<file path="src/rtl/ro_puf_ctrl_if.sv">
// Bundle between the RO PUF measurement controller, its requester and the RO counter pair.
// The slave side is the controller. The master side is the requester and the counter pair.
interface ro_puf_ctrl_if #(
    parameter int RESP_BITS = 8,
    parameter int SEL_W     = 3
);
    logic                 start;
    logic                 busy;
    logic                 done;
    logic [RESP_BITS-1:0] response;
    logic                 tie;
    logic [SEL_W-1:0]     ro_sel;
    logic                 cnt_reset;
    logic                 cnt_enable;
    logic [7:0]           count1;
    logic [7:0]           count2;

    modport master (
        output start, count1, count2,
        input  busy, done, response, tie, ro_sel, cnt_reset, cnt_enable
    );

    modport slave (
        input  start, count1, count2,
        output busy, done, response, tie, ro_sel, cnt_reset, cnt_enable
    );
endinterface

</file>
<file path="src/rtl/ro_puf_ctrl.sv">
// RO PUF measurement controller. It clears, runs and settles the counter pair once per challenge.
// It then compares the synchronised counts into one response bit.
module ro_puf_ctrl #(
    parameter int RESP_BITS = 8,
    parameter int SEL_W     = 3,
    parameter int WINDOW    = 1024,
    parameter int SETTLE    = 4
) (
    input logic         clk,
    input logic         reset_n,
    ro_puf_ctrl_if.slave bus
);
    localparam int WIN_W = $clog2(WINDOW);
    localparam int SET_W = $clog2(SETTLE);
    localparam logic [WIN_W-1:0] WIN_LAST = WIN_W'(WINDOW - 1);
    localparam logic [SET_W-1:0] SET_LAST = SET_W'(SETTLE - 1);
    localparam logic [SEL_W-1:0] SEL_LAST = SEL_W'(RESP_BITS - 1);

    typedef enum logic [2:0] {IDLE, CLR, RUN, SETL, CMP, DONE} state_t;

    state_t               state;
    logic [7:0]           c1_s1, c1_s2, c2_s1, c2_s2;
    logic                 clr_cnt;
    logic [WIN_W-1:0]     win_cnt;
    logic [SET_W-1:0]     set_cnt;
    logic                 busy_r, done_r, tie_r, cnt_reset_r, cnt_enable_r;
    logic [RESP_BITS-1:0] response_r;
    logic [SEL_W-1:0]     ro_sel_r;
    logic                 sat_armed, saturated;

    always_ff @(posedge clk or negedge reset_n) begin
        if (!reset_n) begin
            c1_s1 <= '0;
            c1_s2 <= '0;
            c2_s1 <= '0;
            c2_s2 <= '0;
        end else begin
            c1_s1 <= bus.count1;
            c1_s2 <= c1_s1;
            c2_s1 <= bus.count2;
            c2_s2 <= c2_s1;
        end
    end

    // The first RUN cycles may still show the previous pair's counts in the synchroniser.
    assign sat_armed = 32'(win_cnt) >= 32'd2;
    assign saturated = sat_armed && ((c1_s2 == 8'hFF) || (c2_s2 == 8'hFF));

    always_ff @(posedge clk or negedge reset_n) begin
        if (!reset_n) begin
            state        <= IDLE;
            busy_r       <= 1'b0;
            done_r       <= 1'b0;
            response_r   <= '0;
            tie_r        <= 1'b0;
            ro_sel_r     <= '0;
            cnt_enable_r <= 1'b0;
            cnt_reset_r  <= 1'b1;
            clr_cnt      <= 1'b0;
            win_cnt      <= '0;
            set_cnt      <= '0;
        end else begin
            done_r <= 1'b0;
            unique case (state)
                IDLE: begin
                    cnt_reset_r  <= 1'b1;
                    cnt_enable_r <= 1'b0;
                    if (bus.start) begin
                        state      <= CLR;
                        busy_r     <= 1'b1;
                        response_r <= '0;
                        tie_r      <= 1'b0;
                        ro_sel_r   <= '0;
                        clr_cnt    <= 1'b0;
                    end
                end
                CLR: begin
                    clr_cnt <= 1'b1;
                    if (clr_cnt) begin
                        state        <= RUN;
                        cnt_reset_r  <= 1'b0;
                        cnt_enable_r <= 1'b1;
                        win_cnt      <= '0;
                    end
                end
                RUN: begin
                    if (win_cnt == WIN_LAST || saturated) begin
                        state        <= SETL;
                        cnt_enable_r <= 1'b0;
                        set_cnt      <= '0;
                    end else begin
                        win_cnt <= win_cnt + 1'b1;
                    end
                end
                SETL: begin
                    if (set_cnt == SET_LAST) begin
                        state <= CMP;
                    end else begin
                        set_cnt <= set_cnt + 1'b1;
                    end
                end
                CMP: begin
                    // Equal counts naturally write 0 here; the tie flag records the ambiguity.
                    response_r[ro_sel_r] <= (c1_s2 > c2_s2);
                    if (c1_s2 == c2_s2) begin
                        tie_r <= 1'b1;
                    end
                    if (ro_sel_r == SEL_LAST) begin
                        state  <= DONE;
                        busy_r <= 1'b0;
                        done_r <= 1'b1;
                    end else begin
                        ro_sel_r    <= ro_sel_r + 1'b1;
                        state       <= CLR;
                        cnt_reset_r <= 1'b1;
                        clr_cnt     <= 1'b0;
                    end
                end
                DONE: begin
                    state       <= IDLE;
                    cnt_reset_r <= 1'b1;
                end
                default: state <= IDLE;
            endcase
        end
    end

    assign bus.busy       = busy_r;
    assign bus.done       = done_r;
    assign bus.response   = response_r;
    assign bus.tie        = tie_r;
    assign bus.ro_sel     = ro_sel_r;
    assign bus.cnt_reset  = cnt_reset_r;
    assign bus.cnt_enable = cnt_enable_r;
endmodule

</file>
<file path="src/flat_wrapper.sv">
// flat-port wrapper written by rule: the top's interface ports become plain ports
module ro_puf_ctrl_flat 
#(
    parameter int RESP_BITS = 8,
    parameter int SEL_W     = 3,
    parameter int WINDOW    = 1024,
    parameter int SETTLE    = 4
)
  (clk, reset_n, bus_start, bus_count1, bus_count2, bus_busy, bus_done, bus_response, bus_tie, bus_ro_sel, bus_cnt_reset, bus_cnt_enable);
  ro_puf_ctrl_if #(.RESP_BITS(RESP_BITS), .SEL_W(SEL_W)) bus_i ();
  input logic clk;
  input logic reset_n;
  input wire logic [$bits(bus_i.start)-1:0] bus_start;
  input wire logic [$bits(bus_i.count1)-1:0] bus_count1;
  input wire logic [$bits(bus_i.count2)-1:0] bus_count2;
  output wire logic [$bits(bus_i.busy)-1:0] bus_busy;
  output wire logic [$bits(bus_i.done)-1:0] bus_done;
  output wire logic [$bits(bus_i.response)-1:0] bus_response;
  output wire logic [$bits(bus_i.tie)-1:0] bus_tie;
  output wire logic [$bits(bus_i.ro_sel)-1:0] bus_ro_sel;
  output wire logic [$bits(bus_i.cnt_reset)-1:0] bus_cnt_reset;
  output wire logic [$bits(bus_i.cnt_enable)-1:0] bus_cnt_enable;
  assign bus_i.start = bus_start;
  assign bus_i.count1 = bus_count1;
  assign bus_i.count2 = bus_count2;
  assign bus_busy = bus_i.busy;
  assign bus_done = bus_i.done;
  assign bus_response = bus_i.response;
  assign bus_tie = bus_i.tie;
  assign bus_ro_sel = bus_i.ro_sel;
  assign bus_cnt_reset = bus_i.cnt_reset;
  assign bus_cnt_enable = bus_i.cnt_enable;
  ro_puf_ctrl #(.RESP_BITS(RESP_BITS), .SEL_W(SEL_W), .WINDOW(WINDOW), .SETTLE(SETTLE)) u_core (.clk(clk), .reset_n(reset_n), .bus(bus_i));
endmodule
</file>
<file path="config.mk">
export PLATFORM = sky130hd
export DESIGN_NAME = ro_puf_ctrl_flat
export DESIGN_NICKNAME = d
export VERILOG_FILES = /design/src/rtl/ro_puf_ctrl_if.sv /design/src/rtl/ro_puf_ctrl.sv /design/src/flat_wrapper.sv
export SDC_FILE = /design/constraint.sdc
export NUM_CORES = 1
export LEC_CHECK = 0
export CORE_UTILIZATION = 49
export CTS_CLUSTER_DIAMETER = 60
export DETAILED_ROUTE_END_ITERATION = 8
export PLACE_DENSITY = 0.75
export SKIP_CTS_REPAIR_TIMING = 1
export SLEW_MARGIN = 40
export SYNTH_ARGS = -nofsm -noshare
export SYNTH_HDL_FRONTEND = slang
export SYNTH_SLANG_ARGS = --single-unit
</file>
<file path="constraint.sdc">
create_clock -name clk -period 1.9 [get_ports clk]
set_clock_uncertainty 0.2 [all_clocks]
set_input_delay 0.38 -clock clk [delete_from_list [all_inputs] [get_ports clk]]
set_output_delay 0.38 -clock clk [all_outputs]
set_load 0.05 [all_outputs]
</file>
==> PnR_summary.wiki, run 1 <==
{| class="wikitable"
! Metric !! Value
|-
| Run status || complete, but fails checks
|-
| Violations in the final reports || negative setup slack
|-
| Setup slack of the most critical reg-to-reg path || -0.03 ns
|-
| Max_slew headroom || 74.4%
|-
| Leak Pwr || 1.68 nW
|-
| Post-Synth XOR/XNOR Area || 0.326%
|-
| Most common cell after layout, fill and taps aside || sky130_fd_sc_hd__dfrtp_1
|-
| Post-synthesis sequential area ratio || 59.6%
|-
| Num CTS Buffers || 9
|-
| EDFF count, synth || 0
|-
| Die extent in y || 76.1 um
|-
| MaxCap Viol Count || 0
|-
| Number of global-route vias before repair || 1994
|-
| Count of clock tree sinks || 64
|-
| Maximum net fanout on the critical path || 5
|-
| Post-synthesis instance area || 0.00269 mm^2
|-
| Critical hold path startpoint || u_core.c2_s1[6]
|-
| Num ports || 35
|-
| ANT cells || 0
|-
| Total cell area at the placement stage || 0.00326 mm^2
|-
| Fraction of the core area covered by cells at the end of the flow || 67.6%
|-
| Initial antenna violation count || 0
|-
| Post-route worst setup slack || -0.0284 ns
|-
| Simple-gate share of the synthesized area || 17.6%
|-
| Tightest Hold Check Type || register to register
|-
| Endpoint type of the worst setup path || register
|-
| Die Outline Area || 0.00579 mm^2
|-
| Total of endpoints with negative setup slack in the final report || 2
|-
| Post-synthesis adder-cell area fraction || 6.05%
|-
| Worst reg-to-reg path cell count || 7
|-
| Crit path kind || register to register
|-
| Sequential cell area || 0.00160 mm^2
|-
| Count of port buffers added during placement || 34
|-
| Post-detailed-route count of antenna-violating nets || 0
|-
| Required time reported for the critical path endpoint || 1.92 ns
|-
| Number of cells produced by synthesis || 248
|-
| Commonest cells after routing, fill and taps aside || sky130_fd_sc_hd__dfrtp_1, sky130_fd_sc_hd__nand2_1, sky130_fd_sc_hd__buf_4
|-
| Synthesized area per cell || 10.8 um^2
|-
| Post-route standard cell area excluding fillers || 0.00352 mm^2
|-
| H-Tree Level Count || 3
|-
| Total core area || 0.00520 mm^2
|-
| Area of the multi-input gates || 0.00106 mm^2
|-
| Post-synthesis mux area share || 4.10%
|-
| First-pass DRT Iterations || 4
|-
| Largest family of logic cells by synthesized area || simple AND/OR/NAND/NOR gates
|-
| Arrival time worst endpoint || 1.95 ns
|-
| Layout cells sized above 1 || 22.4%
|-
| Wire length of the first global-routing pass || 8.47 mm
|-
| CTS clock-pin slew for the worst setup and hold paths || 0.07 ns
|-
| Primary flip-flop cell chosen by synthesis mapping || sky130_fd_sc_hd__dfrtp_1
|-
| Bufs on Longest Clock Path || 2
|-
| Number of warnings reported in the yosys synthesis log || 0
|-
| Max IR drop VDD || 0.000710 V
|-
| Initial drt markers || 121
|-
| HPWL after detailed placement || 3.42 mm
|-
| Total overflow reported by the global router || 0
|-
| RSZ-0062 raised after global routing || yes
|-
| Horiz. Die Dim || 76.1 um
|-
| Count of unique library cells instantiated by Yosys || 40
|-
| WL final || 4.78 mm
|-
| Maximum number of pins on one net before global-route repair || 51
|-
| Insertion delay of the later-clocked pin in the worst-skew pair || 0.34 ns
|-
| DRC violations left || 0
|-
| Final critical-path required period || 1.93 ns
|-
| Net count after synthesis || 280
|-
| Number of filler cells placed in the layout || 418
|-
| Overall via count from detail_route || 1999
|-
| Routed wire per std cell || 12.3 um
|-
| NumNets Final || 344
|-
| Capture point of the critical path || u_core.win_cnt[3]
|-
| Compound-cell area share of the yosys netlist || 9.50%
|-
| Endpoints failing hold || 0
|-
| Fmax || 0.519 GHz
|-
| Tightest Pin Transition || 0.383 ns
|-
| Average via count per standard cell || 5.17
|-
| Final critical-path share of the clock period || 101%
|-
| Final sum of negative setup slack || -0.0536 ns
|-
| Placer's final routability congestion estimate || 0.825
|-
| Share of synthesized registers carrying an async set or reset || 100%
|-
| Clock tree from TritonCTS || done
|-
| Critical path startpoint || u_core.win_cnt[0]
|-
| Overall track demand over capacity in global routing || 18.8%
|-
| Reg2Reg Launch Point || u_core.win_cnt[0]
|-
| Destination of the worst register-to-register timing path || u_core.win_cnt[3]
|-
| Sort of element at the start of the critical path || register
|-
| Area grow syn2layout || 31.0%
|-
| Power density of the placed cells || 1130 mW/mm^2
|-
| Number of register bits inferred by synthesis || 64
|-
| CTS Root Cell || sky130_fd_sc_hd__clkbuf_8
|-
| Final-report max-slew violation count || 0
|-
| Overall power of the completed layout || 3.96 mW
|-
| Effective utilization at floorplan || 51.6%
|-
| Number of rows in the core area || 26
|}
==> worst min-delay path by stage <==
stage | cells after the start | end
after global routing | 0 | u_core.c1_s2[5]
after global placement | 1 | u_core.c2_s1[2]
after CTS | 1 | u_core.c2_s1[4]
final | 0 | u_core.c2_s2[6]
after detailed placement | 1 | u_core.c2_s1[2]
after floorplan | 0 | u_core.bus.busy
==> worst max-delay path: stages (launching register included) <==
cell and delay (ns):
sky130_fd_sc_hd__dfrtp_1 0.39, sky130_fd_sc_hd__inv_1 0.06, sky130_fd_sc_hd__ha_2 0.19, sky130_fd_sc_hd__nor4_2 0.13, sky130_fd_sc_hd__nand3_1 0.13, sky130_fd_sc_hd__o21a_2 0.19
sky130_fd_sc_hd__or3_4 0.39, sky130_fd_sc_hd__mux2i_1 0.12
==> flip-flops by register name, summed over array words and instances, names as in the netlist <==
signal                 flops
u_core.bus.tie             1
u_core.bus.done            1
u_core.bus.ro_sel          3
u_core.clr_cnt             1
u_core.c1_s2               8
u_core.c1_s1               8
u_core.bus.cnt_reset       1
u_core.state               3
u_core.bus.cnt_enable      1
u_core.bus.response        8
u_core.set_cnt             2
u_core.bus.busy            1
u_core.c2_s1               8
u_core.c2_s2               8
u_core.win_cnt            10
==> cells by family (layout without fill, tap and decap cells) <==
family / after synthesis / count (layout)
and+or+nand+nor: 99 / 99
adders and majority gates: 13 / 13
DFF: 64 / 64
xor gates and xnor gates: 1 / 1
AOI/OAI and AO/OA: 41 / 41
buffers and inverters: 19 / 88
muxes: 11 / 11
==> power breakdown <==
group / leakage, nW / total (mW) / switching, mW / internal [mW]
logic: 0.800 / 1.25 / 0.661 / 0.588
registers: 0.793 / 1.69 / 0.151 / 1.54
clock network: 0.0862 / 1.02 / 0.538 / 0.482
total: 1.68 / 3.96 / 1.35 / 2.61
==> synthesized netlist by cell type (all sizes together), types with 3 or more instances <==
cell type	number	share of area [%]
nor2	16	2.3
nor3	3	0.56
o21a	4	1.2
nand4	6	1.4
nand2	38	5.4
dfrtp	63	59
or3	4	0.93
o22ai	3	0.70
inv	14	2.0
o21ai	14	2.6
ha	13	6.1
nor2b	3	0.70
nand3	15	2.8
a21oi	11	2.0
clkbuf	4	0.61
mux2i	11	4.1
==> through the flow <==
step                setup slack, ns  hold slack (ns)  instances
detailed placement          -0.0505           0.0951        367
global route                 -0.118            0.162        387
floorplan                   -0.0202           -0.116        248
CTS                         -0.0630           -0.284        383
finish                      -0.0284            0.149        387
global placement             0.0283           0.0929        367
==> area by class of cell <==
class	instances	area share [%]
Timing Repair Buffer	58	15.4
Sequential cell	64	45.5
Inverter	14	1.49
Multi-Input combinational cell	165	30.0
Clock buffer	9	3.52
Clock inverter	7	1.56
Tap cell	70	2.49
==> per-layer routing <==
layer / vias to the layer above / global-route usage, % / wire length [um]
li1: 989 / - / -
met4: 0 / 9.81 / 99
met2: 43 / 31.0 / 2390
met5: - / 0 / 0
met3: 9 / 5.87 / 207
met1: 958 / 22.2 / 2080
Note: power is estimated with default switching activity, not from simulation.
==> inputs of run 2 (changes only) <==
--- a/config.mk
+++ b/config.mk
@@ -5,10 +5,11 @@
 export SDC_FILE = /design/constraint.sdc
 export NUM_CORES = 1
 export LEC_CHECK = 0
-export CORE_UTILIZATION = 49
+export ABC_AREA = 1
+export CORE_UTILIZATION = 50
 export CTS_CLUSTER_DIAMETER = 60
 export DETAILED_ROUTE_END_ITERATION = 8
-export PLACE_DENSITY = 0.75
+export PLACE_DENSITY = 0.76
 export SKIP_CTS_REPAIR_TIMING = 1
 export SLEW_MARGIN = 40
 export SYNTH_ARGS = -nofsm -noshare
==> run 2 against run 1 <==
  * Hold slack worse by 0.0011 ns
  * The run now ends clean
  * Cell area up 3.3%
  * Critical path depth up 3
  * Power up 15%
  * Clock power up 13%
  * Critical path type unchanged
  * Non-clock buffer count down 12
  * Setup slack better by 0.11 ns
  * Via count up 8.1%
==> PnR_summary.wiki, run 2 <==
{| class="wikitable"
! Metric !! Value
|-
| Run status || completed (was complete, but fails checks)
|-
| Horiz. Die Dim || 78.2 um (was 76.1 um)
|-
| Final-report max-slew violation count || 0 (unchanged)
|-
| Count of unique library cells instantiated by Yosys || 33 (was 40)
|-
| NumNets Final || 394 (was 344)
|-
| Most frequent cells after synthesis || sky130_fd_sc_hd__nand2_1, sky130_fd_sc_hd__dfrtp_1, sky130_fd_sc_hd__nor2_1 (was sky130_fd_sc_hd__dfrtp_1, sky130_fd_sc_hd__nand2_1, sky130_fd_sc_hd__nand3_1, sky130_fd_sc_hd__nor2_1)
|-
| Sequential cell area || 0.00160 mm^2 (unchanged)
|-
| Area grow syn2layout || 25.2% (was 31.0%)
|-
| CTS clock-pin slew for the worst setup and hold paths || 0.07 ns (about the same)
|-
| HPWL after detailed placement || 3.88 mm (was 3.42 mm)
|-
| Fmax || 0.551 GHz (was 0.519 GHz)
|-
| Placer's final routability congestion estimate || 0.859 (was 0.825)
|-
| Pint || 2.82 mW (was 2.61 mW)
|-
| Initial drt markers || 152 (was 121)
|-
| WL final || 5.52 mm (was 4.78 mm)
|-
| H-Tree Level Count || 3 (unchanged)
|-
| Effective utilization at floorplan || 52.4% (was 51.6%)
|-
| EDFF count, synth || 0 (unchanged)
|-
| Maximum net fanout on the critical path || 8 (was 5)
|-
| Power density of the placed cells || 1250 mW/mm^2 (was 1130 mW/mm^2)
|-
| Clock tree from TritonCTS || done (unchanged)
|-
| Endpoint type of the worst setup path || register (unchanged)
|-
| Total cell area at the placement stage || 0.00335 mm^2 (was 0.00326 mm^2)
|-
| Total of endpoints with negative setup slack in the final report || 0 (was 2)
|-
| Post-detailed-route count of antenna-violating nets || 0 (unchanged)
|-
| Clock share of power || 25.2% (was 25.8%)
|-
| Arrival time worst endpoint || 1.84 ns (was 1.95 ns)
|-
| Most Frequent Cell on Critical Path || sky130_fd_sc_hd__buf_6
|-
| Count of clock tree sinks || 64 (unchanged)
|-
| Required time reported for the critical path endpoint || 1.93 ns (was 1.92 ns)
|-
| Bufs on Longest Clock Path || 2 (unchanged)
|-
| Final critical-path share of the clock period || 95.5% (was 101%)
|-
| Sort of element at the start of the critical path || register (unchanged)
|-
| Simple-gate share of the synthesized area || 27.5% (was 17.6%)
|-
| Fraction of power spent switching nets || 38.1% (was 34.1%)
|-
| Largest register by flop count || u_core.win_cnt (unchanged)
|-
| Compound-cell area share of the yosys netlist || 5.39% (was 9.50%)
|-
| RSZ-0062 raised after global routing || yes (unchanged)
|-
| Worst hold margin || 0.148 ns (was 0.149 ns)
|-
| Die Outline Area || 0.00612 mm^2 (was 0.00579 mm^2)
|-
| Crit path kind || register to register (unchanged)
|-
| Layout cells sized above 1 || 20.4% (was 22.4%)
|-
| Number of warnings reported in the yosys synthesis log || 0 (unchanged)
|-
| Number of buffers and inverters on the critical path || 2 (was 1)
|-
| Leading post-synthesis cells by cell area || sky130_fd_sc_hd__dfrtp_1, sky130_fd_sc_hd__nand2_1, sky130_fd_sc_hd__ha_1 (was sky130_fd_sc_hd__dfrtp_1, sky130_fd_sc_hd__ha_1, sky130_fd_sc_hd__nand2_1)
|-
| Post-synthesis sequential area ratio || 55.2% (was 59.6%)
|-
| Number of cells produced by synthesis || 308 (was 248)
|-
| Most frequent cell after synthesis || sky130_fd_sc_hd__nand2_1 (was sky130_fd_sc_hd__dfrtp_1)
|-
| Synthesized area per cell || 9.43 um^2 (was 10.8 um^2)
|-
| Overall track demand over capacity in global routing || 20.5% (was 18.8%)
|-
| Max_slew headroom || 78.2% (was 74.4%)
|-
| Switching Power || 1.74 mW (was 1.35 mW)
|-
| CTS Root Cell || sky130_fd_sc_hd__clkbuf_8 (unchanged)
|-
| Num ports || 35 (unchanged)
|-
| Final sum of negative setup slack || 0 ns (was -0.0536 ns)
|-
| Num CTS Buffers || 9 (unchanged)
|-
| Primary flip-flop cell chosen by synthesis mapping || sky130_fd_sc_hd__dfrtp_1 (unchanged)
|-
| Count of port buffers added during placement || 34 (unchanged)
|-
| Post-synthesis mux area share || 0% (was 4.10%)
|-
| Net count after synthesis || 340 (was 280)
|-
| Commonest cells after routing, fill and taps aside || sky130_fd_sc_hd__nand2_1, sky130_fd_sc_hd__dfrtp_1, sky130_fd_sc_hd__nor2_1 (was sky130_fd_sc_hd__dfrtp_1, sky130_fd_sc_hd__nand2_1, sky130_fd_sc_hd__buf_4)
|-
| Tightest Hold Check Type || register to register (unchanged)
|-
| Wire length of the first global-routing pass || 9.40 mm (was 8.47 mm)
|-
| Insertion delay of the later-clocked pin in the worst-skew pair || 0.34 ns (about the same)
|-
| Leak Pwr || 1.78 nW (was 1.68 nW)
|-
| First-pass DRT Iterations || 4 (unchanged)
|-
| Post-Synth XOR/XNOR Area || 0.603% (was 0.326%)
|-
| Synth top area share || 54.3% (was 58.7%)
|-
| Number of register bits inferred by synthesis || 64 (unchanged)
|-
| Post-route standard cell area excluding fillers || 0.00364 mm^2 (was 0.00352 mm^2)
|-
| Power share of the combinational group || 36.6% (was 31.5%)
|-
| Endpoints failing hold || 0 (unchanged)
|-
| Number of global-route vias before repair || 2130 (was 1994)
|-
| Largest family of logic cells by synthesized area || simple AND/OR/NAND/NOR gates (unchanged)
|-
| Longest individual stage delay on the worst path || 0.38 ns (was 0.39 ns)
|-
| ANT cells || 0 (unchanged)
|-
| Relative contribution of sequential cells to total power || 38.2% (was 42.7%)
|-
| MaxCap Viol Count || 0 (unchanged)
|-
| Overall via count from detail_route || 2160 (was 1999)
|-
| Critical-path cell list || buf_6 > ha_2 > nand2_2 > nor2_4 > nand4_4 > nand2_4 > nand2_8 > buf_6 > nand4_1 > nand2_1 (was inv_1 > ha_2 > nor4_2 > nand3_1 > o21a_2 > or3_4 > mux2i_1)
|-
| Most common cell after layout, fill and taps aside || sky130_fd_sc_hd__nand2_1 (was sky130_fd_sc_hd__dfrtp_1)
|-
| Total core area || 0.00554 mm^2 (was 0.00520 mm^2)
|-
| Initial antenna violation count || 0 (unchanged)
|-
| Post-synthesis adder-cell area fraction || 5.60% (was 6.05%)
|-
| DRC violations left || 0 (unchanged)
|-
| Max IR drop VDD || 0.00108 V (was 0.000710 V)
|-
| Largest register FFs || 10 (unchanged)
|-
| Area of the multi-input gates || 0.00117 mm^2 (was 0.00106 mm^2)
|-
| Share of synthesized registers carrying an async set or reset || 100% (unchanged)
|-
| Synth area leader || sky130_fd_sc_hd__dfrtp_1 (unchanged)
|-
| Cell family with the largest share of critical-path delay || simple AND/OR/NAND/NOR gates (unchanged)
|-
| Total overflow reported by the global router || 0 (unchanged)
|-
| Overall power of the completed layout || 4.56 mW (was 3.96 mW)
|-
| Critical-path cell with the highest stage delay || sky130_fd_sc_hd__dfrtp_1 (unchanged)
|-
| Number of filler cells placed in the layout || 428 (was 418)
|-
| Post-synthesis instance area || 0.00290 mm^2 (was 0.00269 mm^2)
|-
| Routed wire per std cell || 12.6 um (was 12.3 um)
|-
| Final critical-path required period || 1.82 ns (was 1.93 ns)
|-
| Tightest Pin Transition || 0.327 ns (was 0.383 ns)
|-
| Number of rows in the core area || 27 (was 26)
|-
| Maximum number of pins on one net before global-route repair || 65 (was 51)
|-
| Average via count per standard cell || 4.92 (was 5.17)
|-
| Die extent in y || 78.2 um (was 76.1 um)
|}
-- run 2: cell count changes after synthesis, sizes merged, moves of 7 or more --
cell	delta
nand4	+7
nand3	+7
nor2	+18
inv	+20
nand2	+49
mux2i	-11
-- run 2: through the flow --
stage	utilization (%)	setup WS, ns	std cells
2_1_floorplan	-	0.0535	308
3_3_place_gp	60.5	0.109	417
3_5_place_dp	60.5	0.0633	417
4_1_cts	64.1	0.0425	433
5_1_grt	65.7	-0.0216	439
6_report	65.7	0.0850	439
-- run 2: cells by family (layout without fill, tap and decap cells) --
group | count (synthesis) | count (layout)
adders and majority gates | 13 | 13
xor gates and xnor gates | 2 | 2
and+or+nand+nor | 163 | 164
AOI/OAI and AO/OA | 28 | 28
DFF | 64 | 64
buffers and inverters | 38 | 96
-- run 2: path summary, 6_finish.rpt --
path	startpoint	endpoint	slack, ns	cells past startpoint
max	u_core.win_cnt[0]	u_core.win_cnt[2]	0.08	10
min	u_core.c2_s1[2]	u_core.c2_s2[2]	0.15	0
max reg2reg	u_core.win_cnt[0]	u_core.win_cnt[2]	0.08	10
min reg2reg	u_core.c2_s1[2]	u_core.c2_s2[2]	0.15	0
max in group asynchronous	reset_n	u_core.bus.cnt_reset	0.80	3
min in group asynchronous	reset_n	u_core.c2_s1[6]	0.38	3
-- run 2: power groups by stage --
stage	Combinational (mW)	Clock, mW	Sequential, mW
after floorplan	0.875	0	1.94
after global placement	1.56	0	1.75
after detailed placement	1.58	0	1.76
after CTS	1.60	1.18	1.74
after global routing	1.87	1.24	1.77
final	1.67	1.15	1.74
-- run 2: layout make-up --
cell class,count,area share (%)
sequential,64,44.1
multi-input combinational,207,32.3
clock inverter,5,1.55
timing repair buffer,46,12.2
tap,72,2.48
inverter,34,3.51
clock buffer,11,3.89
-- run 2: routing by layer --
layer / vias to the layer above / part of all wire [%] / global-route usage [%]
li1: 1101 / - / -
met1: 999 / 46 / 25.6
met2: 47 / 48 / 31.9
met3: 13 / 3.8 / 7.09
met4: 0 / 2.6 / 9.44
met5: - / 0 / 0
